**config.mk**
```make
export PLATFORM = sky130hd
export DESIGN_NAME = option_menu_ctrl_flat
export DESIGN_NICKNAME = d
export VERILOG_FILES = /design/src/rtl/option_menu_ctrl_pkg.sv /design/src/rtl/option_menu_ctrl_if.sv /design/src/rtl/option_menu_ctrl_vol_bcd.sv /design/src/rtl/option_menu_ctrl.sv /design/src/flat_wrapper.sv
export SDC_FILE = /design/constraint.sdc
export NUM_CORES = 1
export LEC_CHECK = 0
export CORE_MARGIN = 1.5
export CORE_UTILIZATION = 28
export CTS_CLUSTER_SIZE = 20
export DETAILED_ROUTE_END_ITERATION = 8
export SYNTH_ARGS = -nofsm -noshare
export SYNTH_HDL_FRONTEND = slang
export SYNTH_SLANG_ARGS = --single-unit
```
**constraint.sdc**
```tcl
create_clock -name clk_25MHz -period 3.3 [get_ports clk_25MHz]
set_clock_uncertainty 0.2 [all_clocks]
set_input_delay 0.66 -clock clk_25MHz [delete_from_list [all_inputs] [get_ports clk_25MHz]]
set_output_delay 0.66 -clock clk_25MHz [all_outputs]
set_load 0.05 [all_outputs]
```
**src/rtl/option_menu_ctrl_pkg.sv**
```systemverilog
// Shared types for the options-page controller: FSM states, button
// priority encoding and the default key-code width.
package option_pkg;

  localparam int KEY_W_DEF = 5;

  typedef enum logic [1:0] {
    NAV,
    WAIT_KEY,
    COMMIT
  } state_e;

  typedef enum logic [2:0] {
    BTN_NONE,
    BTN_ENTER,
    BTN_UP,
    BTN_DOWN,
    BTN_LEFT,
    BTN_RIGHT
  } btn_e;

  // Collapse simultaneous presses to one action: enter > up > down > left > right.
  function automatic btn_e btn_pri(input logic enter, input logic up,
                                   input logic down, input logic left,
                                   input logic right);
    if (enter) return BTN_ENTER;
    if (up)    return BTN_UP;
    if (down)  return BTN_DOWN;
    if (left)  return BTN_LEFT;
    if (right) return BTN_RIGHT;
    return BTN_NONE;
  endfunction

endpackage

```
**src/rtl/option_menu_ctrl_if.sv**
```systemverilog
// Button/key inputs and renderer-facing state of the options page.
// master drives buttons and keys, slave is the controller.
interface option_menu_ctrl_if #(
  parameter int NUM_BINDS = 4,
  parameter int KEY_W     = option_pkg::KEY_W_DEF,
  parameter int VOL_W     = 4
);
  localparam int IDX_W = $clog2(NUM_BINDS);

  logic                       btn_up;
  logic                       btn_down;
  logic                       btn_left;
  logic                       btn_right;
  logic                       btn_enter;
  logic                       key_valid;
  logic [KEY_W-1:0]           key_code;

  logic                       which;
  logic [IDX_W-1:0]           wasd;
  logic [NUM_BINDS*KEY_W-1:0] bind_codes;
  logic [VOL_W-1:0]           volume;
  logic [3:0]                 vol_tens;
  logic [3:0]                 vol_ones;
  logic                       rebind_busy;
  logic                       blink;
  logic                       dup_err;

  modport master (
    output btn_up, btn_down, btn_left, btn_right, btn_enter, key_valid, key_code,
    input  which, wasd, bind_codes, volume, vol_tens, vol_ones,
           rebind_busy, blink, dup_err
  );

  modport slave (
    input  btn_up, btn_down, btn_left, btn_right, btn_enter, key_valid, key_code,
    output which, wasd, bind_codes, volume, vol_tens, vol_ones,
           rebind_busy, blink, dup_err
  );
endinterface

```
**src/rtl/option_menu_ctrl_vol_bcd.sv**
```systemverilog
// Registered binary to two decimal digits (input range 0..99).
module vol_bcd #(
  parameter int W       = 4,
  parameter int RST_VAL = 8
)(
  input  logic         clk,
  input  logic         rst,
  input  logic [W-1:0] bin,
  output logic [3:0]   tens,
  output logic [3:0]   ones
);

  // Split into digits one cycle behind the binary value.
  always_ff @(posedge clk) begin
    if (rst) begin
      tens <= 4'(RST_VAL / 10);
      ones <= 4'(RST_VAL % 10);
    end else begin
      tens <= 4'(int'(bin) / 10);
      ones <= 4'(int'(bin) % 10);
    end
  end

endmodule

```
**src/rtl/option_menu_ctrl.sv**
```systemverilog
// Options-page controller: cursor, key bindings, volume and the rebind FSM.
// OPTION_BIND_SWAP_EN: when defined, a duplicate key swaps the two slots
// instead of rejecting the rebind with a dup_err pulse.
module option_menu_ctrl
  import option_pkg::*;
#(
  parameter int                         NUM_BINDS     = 4,
  parameter int                         KEY_W         = KEY_W_DEF,
  parameter int                         VOL_W         = 4,
  parameter int                         VOL_MAX       = 15,
  parameter int                         VOL_DEFAULT   = 8,
  parameter logic [NUM_BINDS*KEY_W-1:0] DEFAULT_BINDS = {5'd3, 5'd2, 5'd1, 5'd0},
  parameter int                         TIMEOUT_CYC   = 25_000_000,
  parameter int                         BLINK_CYC     = 6_250_000
)(
  input logic               clk_25MHz,
  input logic               rst,
  option_menu_ctrl_if.slave bus
);

  localparam int IDX_W = $clog2(NUM_BINDS);
  localparam int TMO_W = $clog2(TIMEOUT_CYC + 1);
  localparam int BLK_W = $clog2(BLINK_CYC + 1);

  typedef logic [NUM_BINDS-1:0][KEY_W-1:0] binds_t;

  state_e           state_q, state_nxt;
  btn_e             act;
  logic             which_q, which_n;
  logic [IDX_W-1:0] wasd_q, wasd_n;
  binds_t           binds_q, binds_n;
  logic [VOL_W-1:0] vol_q, vol_n;
  logic [KEY_W-1:0] pend_q, pend_n;
  logic             hit_q, hit_n;
  logic             dup_c;
  logic [TMO_W-1:0] tmo_q, tmo_n;
  logic [BLK_W-1:0] bcnt_q, bcnt_n;
  logic             busy_q, busy_n;
  logic             blink_q, blink_n;
  logic             dup_q, dup_n;
  logic [3:0]       tens_w, ones_w;
`ifdef OPTION_BIND_SWAP_EN
  logic [IDX_W-1:0] idx_q, idx_n, idx_c;
`endif

  assign act = btn_pri(bus.btn_enter, bus.btn_up, bus.btn_down,
                       bus.btn_left, bus.btn_right);

  // Find an existing slot (other than the cursor's) already holding key_code.
  always_comb begin
    dup_c = 1'b0;
`ifdef OPTION_BIND_SWAP_EN
    idx_c = '0;
`endif
    for (int j = NUM_BINDS - 1; j >= 0; j--) begin
      if (IDX_W'(j) != wasd_q && binds_q[j] == bus.key_code) begin
        dup_c = 1'b1;
`ifdef OPTION_BIND_SWAP_EN
        idx_c = IDX_W'(j);
`endif
      end
    end
  end

  // State register.
  always_ff @(posedge clk_25MHz) begin
    if (rst) state_q <= NAV;
    else     state_q <= state_nxt;
  end

  // Next state: enter always cancels a pending rebind, ahead of a key.
  always_comb begin
    state_nxt = state_q;
    case (state_q)
      NAV:      if (act == BTN_ENTER && which_q) state_nxt = WAIT_KEY;
      WAIT_KEY: begin
        if (bus.btn_enter)                          state_nxt = NAV;
        else if (bus.key_valid)                     state_nxt = COMMIT;
        else if (tmo_q == TMO_W'(TIMEOUT_CYC - 1)) state_nxt = NAV;
      end
      COMMIT:   state_nxt = NAV;
      default:  state_nxt = NAV;
    endcase
  end

  // Next values of every registered output and datapath register.
  always_comb begin
    which_n = which_q;
    wasd_n  = wasd_q;
    binds_n = binds_q;
    vol_n   = vol_q;
    pend_n  = pend_q;
    hit_n   = hit_q;
    tmo_n   = tmo_q;
    dup_n   = 1'b0;
`ifdef OPTION_BIND_SWAP_EN
    idx_n   = idx_q;
`endif
    case (state_q)
      NAV: begin
        case (act)
          BTN_ENTER: tmo_n   = '0;
          BTN_UP:    which_n = 1'b1;
          BTN_DOWN:  which_n = 1'b0;
          BTN_LEFT: begin
            if (which_q)
              wasd_n = (wasd_q == '0) ? IDX_W'(NUM_BINDS - 1) : wasd_q - IDX_W'(1);
            else if (vol_q != '0)
              vol_n = vol_q - VOL_W'(1);
          end
          BTN_RIGHT: begin
            if (which_q)
              wasd_n = (wasd_q == IDX_W'(NUM_BINDS - 1)) ? '0 : wasd_q + IDX_W'(1);
            else if (vol_q != VOL_W'(VOL_MAX))
              vol_n = vol_q + VOL_W'(1);
          end
          default: ;
        endcase
      end
      WAIT_KEY: begin
        tmo_n = tmo_q + TMO_W'(1);
        // Duplicate check is done at capture so dup_err lines up with COMMIT.
        if (!bus.btn_enter && bus.key_valid) begin
          pend_n = bus.key_code;
          hit_n  = dup_c;
`ifdef OPTION_BIND_SWAP_EN
          idx_n  = idx_c;
`else
          dup_n  = dup_c;
`endif
        end
      end
      COMMIT: begin
`ifdef OPTION_BIND_SWAP_EN
        if (hit_q) binds_n[idx_q] = binds_q[wasd_q];
        binds_n[wasd_q] = pend_q;
`else
        if (!hit_q) binds_n[wasd_q] = pend_q;
`endif
      end
      default: ;
    endcase

    // Blink restarts low on each rebind entry and is forced low in NAV.
    busy_n  = (state_nxt != NAV);
    blink_n = 1'b0;
    bcnt_n  = '0;
    if (state_nxt != NAV && state_q != NAV) begin
      if (bcnt_q == BLK_W'(BLINK_CYC - 1)) begin
        blink_n = ~blink_q;
      end else begin
        blink_n = blink_q;
        bcnt_n  = bcnt_q + BLK_W'(1);
      end
    end
  end

  // Datapath and output registers.
  always_ff @(posedge clk_25MHz) begin
    if (rst) begin
      which_q <= 1'b1;
      wasd_q  <= '0;
      binds_q <= DEFAULT_BINDS;
      vol_q   <= VOL_W'(VOL_DEFAULT);
      pend_q  <= '0;
      hit_q   <= 1'b0;
      tmo_q   <= '0;
      bcnt_q  <= '0;
      busy_q  <= 1'b0;
      blink_q <= 1'b0;
      dup_q   <= 1'b0;
`ifdef OPTION_BIND_SWAP_EN
      idx_q   <= '0;
`endif
    end else begin
      which_q <= which_n;
      wasd_q  <= wasd_n;
      binds_q <= binds_n;
      vol_q   <= vol_n;
      pend_q  <= pend_n;
      hit_q   <= hit_n;
      tmo_q   <= tmo_n;
      bcnt_q  <= bcnt_n;
      busy_q  <= busy_n;
      blink_q <= blink_n;
      dup_q   <= dup_n;
`ifdef OPTION_BIND_SWAP_EN
      idx_q   <= idx_n;
`endif
    end
  end

  vol_bcd #(.W(VOL_W), .RST_VAL(VOL_DEFAULT)) u_vol_bcd (
    .clk  (clk_25MHz),
    .rst  (rst),
    .bin  (vol_q),
    .tens (tens_w),
    .ones (ones_w)
  );

  assign bus.which       = which_q;
  assign bus.wasd        = wasd_q;
  assign bus.bind_codes  = binds_q;
  assign bus.volume      = vol_q;
  assign bus.vol_tens    = tens_w;
  assign bus.vol_ones    = ones_w;
  assign bus.rebind_busy = busy_q;
  assign bus.blink       = blink_q;
  assign bus.dup_err     = dup_q;

endmodule

```
**src/flat_wrapper.sv**
```systemverilog
// flat-port wrapper written by rule: the top's interface ports become plain ports
module option_menu_ctrl_flat import option_pkg::*;
#(
  parameter int                         NUM_BINDS     = 4,
  parameter int                         KEY_W         = KEY_W_DEF,
  parameter int                         VOL_W         = 4,
  parameter int                         VOL_MAX       = 15,
  parameter int                         VOL_DEFAULT   = 8,
  parameter logic [NUM_BINDS*KEY_W-1:0] DEFAULT_BINDS = {5'd3, 5'd2, 5'd1, 5'd0},
  parameter int                         TIMEOUT_CYC   = 25_000_000,
  parameter int                         BLINK_CYC     = 6_250_000
)
  (clk_25MHz, rst, bus_btn_up, bus_btn_down, bus_btn_left, bus_btn_right, bus_btn_enter, bus_key_valid, bus_key_code, bus_which, bus_wasd, bus_bind_codes, bus_volume, bus_vol_tens, bus_vol_ones, bus_rebind_busy, bus_blink, bus_dup_err);
  option_menu_ctrl_if #(.NUM_BINDS(NUM_BINDS), .KEY_W(KEY_W), .VOL_W(VOL_W)) bus_i ();
  input logic clk_25MHz;
  input logic rst;
  input wire logic [$bits(bus_i.btn_up)-1:0] bus_btn_up;
  input wire logic [$bits(bus_i.btn_down)-1:0] bus_btn_down;
  input wire logic [$bits(bus_i.btn_left)-1:0] bus_btn_left;
  input wire logic [$bits(bus_i.btn_right)-1:0] bus_btn_right;
  input wire logic [$bits(bus_i.btn_enter)-1:0] bus_btn_enter;
  input wire logic [$bits(bus_i.key_valid)-1:0] bus_key_valid;
  input wire logic [$bits(bus_i.key_code)-1:0] bus_key_code;
  output wire logic [$bits(bus_i.which)-1:0] bus_which;
  output wire logic [$bits(bus_i.wasd)-1:0] bus_wasd;
  output wire logic [$bits(bus_i.bind_codes)-1:0] bus_bind_codes;
  output wire logic [$bits(bus_i.volume)-1:0] bus_volume;
  output wire logic [$bits(bus_i.vol_tens)-1:0] bus_vol_tens;
  output wire logic [$bits(bus_i.vol_ones)-1:0] bus_vol_ones;
  output wire logic [$bits(bus_i.rebind_busy)-1:0] bus_rebind_busy;
  output wire logic [$bits(bus_i.blink)-1:0] bus_blink;
  output wire logic [$bits(bus_i.dup_err)-1:0] bus_dup_err;
  assign bus_i.btn_up = bus_btn_up;
  assign bus_i.btn_down = bus_btn_down;
  assign bus_i.btn_left = bus_btn_left;
  assign bus_i.btn_right = bus_btn_right;
  assign bus_i.btn_enter = bus_btn_enter;
  assign bus_i.key_valid = bus_key_valid;
  assign bus_i.key_code = bus_key_code;
  assign bus_which = bus_i.which;
  assign bus_wasd = bus_i.wasd;
  assign bus_bind_codes = bus_i.bind_codes;
  assign bus_volume = bus_i.volume;
  assign bus_vol_tens = bus_i.vol_tens;
  assign bus_vol_ones = bus_i.vol_ones;
  assign bus_rebind_busy = bus_i.rebind_busy;
  assign bus_blink = bus_i.blink;
  assign bus_dup_err = bus_i.dup_err;
  option_menu_ctrl #(.NUM_BINDS(NUM_BINDS), .KEY_W(KEY_W), .VOL_W(VOL_W), .VOL_MAX(VOL_MAX), .VOL_DEFAULT(VOL_DEFAULT), .DEFAULT_BINDS(DEFAULT_BINDS), .TIMEOUT_CYC(TIMEOUT_CYC), .BLINK_CYC(BLINK_CYC)) u_core (.clk_25MHz(clk_25MHz), .rst(rst), .bus(bus_i));
endmodule
```
==> flow_summary.ini <==
[layout]
final_layout_size_suffix_gt1_share_pct = 7.364
diodes = 0
multi_input_area_mm2 = 0.002338
stdcell_area_mm2 = 0.005306
synthToLayoutAreaGrowth_pct = 22.71
final_common_cell = dfxtp_1
layout_common_cells = 91 x dfxtp_1, 82 x nor2_1, 47 x clkdlybuf4s50_1
seqCellArea_mm2 = 0.001822
nNetsFinal = 534
fill_cells = 1527
fin_cells = 704

[outcome]
status = finished clean

[floorplan]
die-area_mm2 = 0.01620
design.core.area_mm2 = 0.01515
pin_count = 51
die_h_um = 127.3
die_x_um = 127.3
row_count = 45
start_util_pct = 28.55

[logic_synthesis]
synth_warnings = 0
synth_edf_count = 0
avgSynthCellArea_um2 = 9.200
yosys_register_bits = 91
ys_seq_area_share_pct = 42.13
postSynthCellCount = 470
syn_area_mm2 = 0.004324
async_flop_share_pct = 0
synthDistinctLibCells = 53
ys.flop_type = dfxtp_1

[grt]
grt_overflow_total = 0
grt_pass1_wl_um = 16320
grt_pass1_vias = 3369
grt_usage_pct = 12.75
antenna_found_initial = 0
grt_max_degree = 33

[drt]
drt-total-wl_um = 9720
wl_per_cell_um = 13.81
drc_errors = 0
num_vias = 3355
firstDrtPassIters = 4
routed_via_density = 4.766
drt_iter0_markers = 158
ant_nets = 0

[timing]
maxSlewViolCount = 0
fin_setup_tns_ns = 0
slew_headroom_pct = 53.66
fin_ws_ns = 0.6541
worst_slew_pin_slew_ns = 0.6926
achievable-frequency_mhz = 377.9
rsz0062_at_grt = false
hold_viol = 0
fin_crit_ns = 2.646
period_share_pct = 80.18
setup_viol = 0

[place]
placedCellCount = 688
dpl_cell_area_mm2 = 0.004971
gp_congestion = 0.8096
port_buffers = 47
hpwlAfterDp_um = 6960
pre_cts_ws_ns = 0.3033

[worst_setup_path]
crit_path_max_fanout = 5
crit_path_end_kind = flip-flop
critPathKind = primary input to flip-flop
cp.arrival_ns = 2.66
worst_path_max_delay_cell = clkdlybuf4s50_1
crit_chain = clkdlybuf4s50_1 > nor3_1 > nand3_1 > buf_4 > ha_1 > a21oi_1 > xnor2_1 > a211oi_1 > a31oi_1
r2r_cells = 5
start_kind = primary input
max_stage_delay_ns = 0.51
required_ns = 3.31

[clock_tree]
cts-root-buf = clkbuf_16
cts.sinks = 91
post_cts_buffers = 0
cts_made_buffers = 9
clkLatencyLatePin_ns = 0.35
clk_path_buf_depth = 2
clk_pin_slew_ns = 0.06
post_cts_resized = 0
hold_buffers = 0
ctsHtreeMaxLevel = 3
cts_tree = built

[power]
power_mw = 2.406
p_per_area_mw_per_mm2 = 453.5
vdd_drop_max_uv = 276.1
leakagePower_nw = 1.773

[hold_path]
hold_class = flip-flop to flip-flop
min_path_cells = 1

[job]
cap_violations = 0
==> critical path: cells and delay by family <==
kind                       cells  cell delay (ns)
adders and majority gates      1             0.30
and+or+nand+nor                2             0.44
xor gates and xnor gates       1             0.10
buffers and inverters          2             0.70
AOI/OAI and AO/OA              3             0.47
==> final timing paths <==
check                                       from                   end  slack (ns)
worst max-delay path               bus_btn_enter  u_core.bus.volume[3]        0.65
worst min-delay path            u_core.bcnt_q[0]      u_core.bcnt_q[0]        0.30
worst max register to register   u_core.tmo_q[9]      u_core.bcnt_q[6]        1.07
worst min register to register  u_core.bcnt_q[0]      u_core.bcnt_q[0]        0.30
==> cell type report <==
cell class	count	share of cell area (%)
Clock buffer	10	4.504
Inverter	10	0.7074
Tap cell	188	4.433
Clock inverter	6	1.816
Timing Repair Buffer	56	10.14
Sequential cell	91	34.33
Multi-Input combinational cell	343	44.07
==> synth_stat cells, types with 3 or more instances <==
cell	count	area, um^2
a211o_1	4	35.03
a211oi_1	5	37.54
a21o_1	3	22.52
a21oi_1	4	20.02
and2_1	4	25.02
and3_1	5	31.28
and4_1	6	52.55
buf_4	3	22.52
clkbuf_1	21	78.83
dfxtp_1	91	1822
ha_1	9	112.6
inv_1	10	37.54
mux2i_1	24	240.2
nand2_1	18	67.56
nand3_1	17	85.08
nand4_1	19	118.9
nor2_1	82	307.8
nor2b_1	10	62.56
nor3_1	16	80.08
nor3_2	3	30.03
nor3b_1	3	22.52
nor4_1	3	18.77
nor4_4	3	63.81
o21ai_0	3	15.01
or3_1	4	25.02
xnor2_1	36	315.3
xor2_1	31	271.5
==> stage by stage <==
stage	utilization [%]	hold slack, ns
final	35.04	0.2991
after global routing	35.04	0.3283
after CTS	35.04	0.2979
after detailed placement	32.82	0.2940
after global placement	32.82	0.2540
after floorplan	-	0.2377
==> cells by family after synthesis <==
logic type                 Yosys count  share of synthesized area, %
DFF                                 91                         42.13
other                                1                       0.08672
buffers and inverters               38                         3.964
muxes                               25                         5.816
xor gates and xnor gates            67                         13.57
adders and majority gates           10                         3.067
and+or+nand+nor                    209                         26.30
AOI/OAI and AO/OA                   29                         5.064
==> state kept, by name, summed over array words and instances (netlist names) <==
register and flops:
u_core.bus.volume 4, u_core.bus.dup_err 1, u_core.bus.which 1, u_core.pend_q 5
u_core.bus.rebind_busy 1, u_core.bus.wasd 2, u_core.hit_q 1, u_core.bus.blink 1
u_core.tmo_q 25, u_core.bus.bind_codes 20, u_core.u_vol_bcd.tens 1, u_core.u_vol_bcd.ones 4
u_core.bcnt_q 23, u_core.state_q 2
==> routing by layer <==
layer	up-vias	track usage, %	part of all wire [%]
met5	-	0	0
met4	0	4.746	1.8
met3	13	4.062	4.2
met2	65	20.99	46
met1	1591	15.59	48
li1	1686	-	-
==> power breakdown <==
part	internal (mW)	leakage, nW	total [mW]	switching (mW)
logic	0.0535	0.878	0.140	0.0866
registers	1.11	0.734	1.12	0.0126
clock network	0.693	0.161	1.15	0.454
No activity file was read; power rests on OpenSTA's default activity.
